File: src/rtl/double_to_pcm16_conv.sv
// rtl/double_to_pcm16_conv.sv - IEEE-754 double to 16-bit PCM converter
// Iterative 1-bit/cycle right shifter with round-half-even and saturation.
module double_to_pcm16_conv #(
    parameter int FRAC_BITS = 0
) (
    input  logic        clk_operation,
    input  logic        rst,
    input  logic        enable,
    input  logic [63:0] double,
    output logic [15:0] sig16b,
    output logic        ready,
    output logic        busy,
    output logic        sat,
    output logic        invalid
);

    typedef enum logic [1:0] {
        IDLE,
        UNPACK,
        SHIFT,
        ROUND
    } state_t;

    localparam logic signed [13:0] BIAS = 14'(1075 - FRAC_BITS);

    state_t      state_q, state_d;
    logic [63:0] op_q, op_d;
    logic [52:0] m_q, m_d;
    logic [5:0]  cnt_q, cnt_d;
    logic        guard_q, guard_d;
    logic        sticky_q, sticky_d;
    logic        satcls_q, satcls_d;
    logic        nan_q, nan_d;
    logic [15:0] sig16b_q, sig16b_d;
    logic        ready_q, ready_d;
    logic        busy_q, busy_d;
    logic        sat_q, sat_d;
    logic        invalid_q, invalid_d;

    logic [10:0]        exp_f;
    logic [51:0]        frac_f;
    logic signed [13:0] k_s;
    logic signed [13:0] nk_s;
    logic               inc;
    logic               big;
    logic [16:0]        mag17;
    logic [16:0]        neg_mag17;

    assign exp_f     = op_q[62:52];
    assign frac_f    = op_q[51:0];
    assign k_s       = $signed({3'b000, exp_f}) - BIAS;
    assign nk_s      = -k_s;
    assign inc       = guard_q & (sticky_q | m_q[0]);
    // Any bit at or above 2^16 means overflow regardless of rounding.
    assign big       = |m_q[52:16];
    assign mag17     = {1'b0, m_q[15:0]} + {16'd0, inc};
    assign neg_mag17 = 17'd0 - mag17;

    always_comb begin
        state_d   = state_q;
        op_d      = op_q;
        m_d       = m_q;
        cnt_d     = cnt_q;
        guard_d   = guard_q;
        sticky_d  = sticky_q;
        satcls_d  = satcls_q;
        nan_d     = nan_q;
        sig16b_d  = sig16b_q;
        ready_d   = ready_q;
        busy_d    = busy_q;
        sat_d     = sat_q;
        invalid_d = invalid_q;
        case (state_q)
            IDLE: begin
                if (enable) begin
                    op_d      = double;
                    ready_d   = 1'b0;
                    busy_d    = 1'b1;
                    sat_d     = 1'b0;
                    invalid_d = 1'b0;
                    satcls_d  = 1'b0;
                    nan_d     = 1'b0;
                    state_d   = UNPACK;
                end
            end
            UNPACK: begin
                guard_d  = 1'b0;
                sticky_d = 1'b0;
                m_d      = 53'd0;
                state_d  = ROUND;
                if (exp_f == 11'h7FF && frac_f != 52'd0) begin
                    nan_d = 1'b1;
                end else if (exp_f == 11'h7FF) begin
                    satcls_d = 1'b1;
                end else if (exp_f == 11'd0) begin
                    m_d = 53'd0;
                end else if (k_s >= 14'sd0) begin
                    satcls_d = 1'b1;
                end else if (k_s <= -14'sd54) begin
                    m_d = 53'd0;
                end else begin
                    m_d     = {1'b1, frac_f};
                    cnt_d   = nk_s[5:0];
                    state_d = SHIFT;
                end
            end
            SHIFT: begin
                sticky_d = sticky_q | guard_q;
                guard_d  = m_q[0];
                m_d      = m_q >> 1;
                cnt_d    = cnt_q - 6'd1;
                if (cnt_q == 6'd1) begin
                    state_d = ROUND;
                end
            end
            ROUND: begin
                sat_d     = 1'b0;
                invalid_d = 1'b0;
                if (nan_q) begin
                    sig16b_d  = 16'h0000;
                    invalid_d = 1'b1;
                end else if (satcls_q) begin
                    sig16b_d = op_q[63] ? 16'h8000 : 16'h7FFF;
                    sat_d    = 1'b1;
                end else if (!op_q[63]) begin
                    if (big || mag17 > 17'd32767) begin
                        sig16b_d = 16'h7FFF;
                        sat_d    = 1'b1;
                    end else begin
                        sig16b_d = mag17[15:0];
                    end
                end else begin
                    // -32768 is representable, so only magnitudes past it clip.
                    if (big || mag17 > 17'd32768) begin
                        sig16b_d = 16'h8000;
                        sat_d    = 1'b1;
                    end else begin
                        sig16b_d = neg_mag17[15:0];
                    end
                end
                ready_d = 1'b1;
                busy_d  = 1'b0;
                state_d = IDLE;
            end
            default: state_d = IDLE;
        endcase
    end

    always_ff @(posedge clk_operation) begin
        if (rst) begin
            state_q   <= IDLE;
            op_q      <= 64'd0;
            m_q       <= 53'd0;
            cnt_q     <= 6'd0;
            guard_q   <= 1'b0;
            sticky_q  <= 1'b0;
            satcls_q  <= 1'b0;
            nan_q     <= 1'b0;
            sig16b_q  <= 16'd0;
            ready_q   <= 1'b0;
            busy_q    <= 1'b0;
            sat_q     <= 1'b0;
            invalid_q <= 1'b0;
        end else begin
            state_q   <= state_d;
            op_q      <= op_d;
            m_q       <= m_d;
            cnt_q     <= cnt_d;
            guard_q   <= guard_d;
            sticky_q  <= sticky_d;
            satcls_q  <= satcls_d;
            nan_q     <= nan_d;
            sig16b_q  <= sig16b_d;
            ready_q   <= ready_d;
            busy_q    <= busy_d;
            sat_q     <= sat_d;
            invalid_q <= invalid_d;
        end
    end

    assign sig16b  = sig16b_q;
    assign ready   = ready_q;
    assign busy    = busy_q;
    assign sat     = sat_q;
    assign invalid = invalid_q;

endmodule

File: config.mk
export PLATFORM = sky130hd
export DESIGN_NAME = double_to_pcm16_conv
export DESIGN_NICKNAME = d
export VERILOG_FILES = /design/src/rtl/double_to_pcm16_conv.sv
export SDC_FILE = /design/constraint.sdc
export NUM_CORES = 1
export LEC_CHECK = 0
export BUFFER_PORTS_ARGS = -buffer_cell sky130_fd_sc_hd__buf_2
export CAP_MARGIN = 25
export CELL_PAD_IN_SITES_DETAIL_PLACEMENT = 0
export CELL_PAD_IN_SITES_GLOBAL_PLACEMENT = 1
export CORE_ASPECT_RATIO = 1.25
export CORE_MARGIN = 2
export CORE_UTILIZATION = 45
export CTS_BUF_LIST = sky130_fd_sc_hd__clkbuf_4 sky130_fd_sc_hd__clkbuf_8
export DETAILED_ROUTE_END_ITERATION = 8
export GPL_TIMING_DRIVEN = 0
export PLACE_DENSITY = 0.92
export SYNTH_ARGS = -nofsm -noshare
export SYNTH_HDL_FRONTEND = slang
export SYNTH_SLANG_ARGS = --single-unit
File: constraint.sdc
create_clock -name clk_operation -period 3.65 [get_ports clk_operation]
set_input_delay 0.1825 -clock clk_operation [delete_from_list [all_inputs] [get_ports clk_operation]]
set_output_delay 0.1825 -clock clk_operation [all_outputs]
set_load 0.005 [all_outputs]
==> results by group <==
Worst setup path
  • Startpoint Class: flop
  • Crit-path max FO: 10
  • WP data required: between 4000 and 5000 ps
  • CP endpoint kind: flop
  • Worst Setup Path Type: reg -> reg
  • Crit path DAT: around 3600 ps
  • Reg-to-Reg Start: op_q[55]
  • Setup crit start: op_q[55]

Synthesis
  • Number of synthesized register bits: 149
  • Share of the synthesized area in the top cell type: roughly two fifths
  • Synth area leaders: dfxtp_1 40%, nand2_1 8.0%, a21oi_1 6.3%
  • Syn_nets: 1037
  • Netlist cell types: 68
  • Synthesized area: 7540 µm²
  • Synth Warn #: 0
  • Gate Count Post-Synth: 955
  • Sequential fraction of the synthesis area: 39.5%
  • Post-synth ARST share: 0%
  • EDFF count, synth: 0
  • Dominant synthesized flop cell: dfxtp_1
  • Synth Area per Inst: 7.90 µm²
  • Leading area contributor after synthesis: dfxtp_1

Floorplan
  • Initial Utilization: 46.2%
  • Die area: 17800 µm²
  • Core area: 16300 µm²
  • Io pins: 87
  • Die X: 120 µm
  • Num rows: between 50 and 60
  • Die Ht: 149 µm

Route
  • DRT antenna net count: 0
  • Pre-antenna DRT Iters: 5
  • DR WL/cell: 15.4 µm
  • Vias/cell: roughly 5.5
  • Routed WL: 20800 µm
  • Remaining DRCs: 0
  • Vias post-DR: 7459
  • Drt first-iter violations: 570

Status
  • Outcome: completed

Clock tree
  • Maximum clock insertion buffer count: 2
  • Root Driver: clkbuf_8
  • Clk sinks: 149
  • Clk slew on worst S/H paths: approximately 80 ps
  • H-tree levels: 4
  • Clk_lat worst skew: 460 ps
  • Post-CTS Hold Fix Bufs: 62
  • TritonCTS clock tree: done
  • TritonCTS Buffers: 17
  • Post_cts resized: 0
  • Post CTS Setup Buffer Count: 0

Final layout
  • Area Growth Syn to Fin: 23.0%
  • Multi-input logic area: between 4000 and 5000 µm²
  • Fillers: ~1500
  • N_diodes: 0
  • Final Net Count: 1203
  • Share of cells above drive strength 1: 13.1%
  • Register Area: 2980 µm²
  • Commonest cells after routing, fill and taps aside: 160 x nand2_1, 149 x dfxtp_1, 96 x buf_2
  • Commonest non-fill, non-tap cell in the layout: nand2_1

Timing
  • Fin Setup TNS: 0 ps
  • Slew @ Worst Pin: 765 ps
  • Final count of negative-setup-slack endpoints: 0
  • Final Critical Period: 3220 ps
  • Final Cycle Share: 88.3%
  • Slew margin rel.: about half
  • RSZ-0062 raised after global routing: no
  • Achievable Freq: between 0.3 and 0.4 GHz
  • Hold Fails Final Rpt: 0
  • Worst Skew: 7.47 ps
  • Pins Over Slew Limit: 0

Global route
  • Pin count of the biggest net entering global routing: 17
  • Tot GR Track Use: between 20% and 30%
  • Initial antenna violation count: 0
  • Vias in the first global route: 6900
  • Grt ovf: 0
  • Global-route wire length before repair: 34200 µm

Power
  • P per Cell Area: 712 nW/µm²
  • LEAKAGE: 3.43 nW
  • Final Total Pwr: 0.00661 W
  • Peak supply drop: about 0.00033 V

Place
  • Placed wire-length estimate: 14900 µm
  • Buffers on Ports: between 80 and 90
  • Routability cong.: about 0.87

Worst hold path
  • Hold path start: double[4]
  • Hold Path Class: in -> reg

Job
  • # Max-Cap Violations: 0
[synth_stat cells, drive strengths merged, types with 7 or more instances]
library cell  count
xor2             14
clkbuf           58
ha               15
nor3             15
nor2             90
buf              22
a221o             8
xnor2            20
a21oi            96
a211oi           57
nand2b           10
a22oi            52
dfxtp           149
nand3            19
a31oi             7
nand2           161
nand4            15
nor4             34
o21ai            34
inv              17
[state kept, by name (all words and copies together), names as in the netlist, 2 cells and up]
signal / count
cnt_q: 6
m_q: 53
op_q: 64
sig16b: 16
state_q: 2
[critical path, stage by stage, from the launching register on]
cell and delay [ps]:
dfxtp_1 340, clkbuf_1 250, inv_1 120, ha_1 190, a21boi_0 310, nor2_1 110
o31ai_1 260, o211ai_1 250, nor2_1 580, buf_2 340, a22oi_1 90, a211oi_1 270
[kinds of logic after synthesis]
group                    synth area share (%)
flip-flops                               39.5
adder cells (fa/ha/maj)                  2.49
AND/OR/NAND/NOR                          23.5
multiplexers                            0.697
XOR/XNOR                                 4.05
AO/OA/AOI/OAI                            24.5
buffers and inverters                    5.26
[power by group]
| group | internal, W | switching, W | total, W |
|---|---|---|---|
| clock network | 0.000748 | 0.000618 | 0.00137 |
| logic | 0.00108 | 0.00185 | 0.00293 |
| registers | 0.00201 | 0.000302 | 0.00231 |
[path summary, 6_finish.rpt]
| check | end | slack, ps | cells after the start |
|---|---|---|---|
| setup reg to reg | m_q[24] | 430 | 11 |
| hold / removal | op_q[4] | 30 | 3 |
| setup / recovery | m_q[24] | 430 | 11 |
| hold reg to reg | sig16b[10] | 460 | 2 |
[metrics by stage]
step / area, µm² / setup slack, ps / util, % / cells / hold WS [ps]
finish: 9280 / 428 / 56.8 / 1349 / 31.5
global route: 9280 / 152 / 56.8 / 1349 / 22.4
CTS: 9280 / 482 / 56.8 / 1349 / 8.36
detailed placement: 8240 / 529 / 50.5 / 1256 / 427
global placement: 8240 / 551 / 50.5 / 1256 / 424
floorplan: 7540 / 1020 / - / 955 / 318
[layer usage]
layer | wire length [µm] | GRT usage, % | vias up
li1 | - | - | 3769
met4 | 365 | 6.94 | 0
met5 | 0 | 0 | -
met1 | 9310 | 29.7 | 3487
met2 | 10300 | 41.4 | 175
met3 | 843 | 4.28 | 28
[layout make-up]
type | instances | share of cell area, %
clock inverter | 8 | 1.33
sequential | 149 | 32.1
multi-input combinational | 709 | 44.9
tap | 216 | 2.91
inverter | 17 | 0.687
clock buffer | 23 | 3.21
timing repair buffer | 147 | 11.3
buffer | 80 | 3.59
No activity file was read; power rests on OpenSTA's default activity.
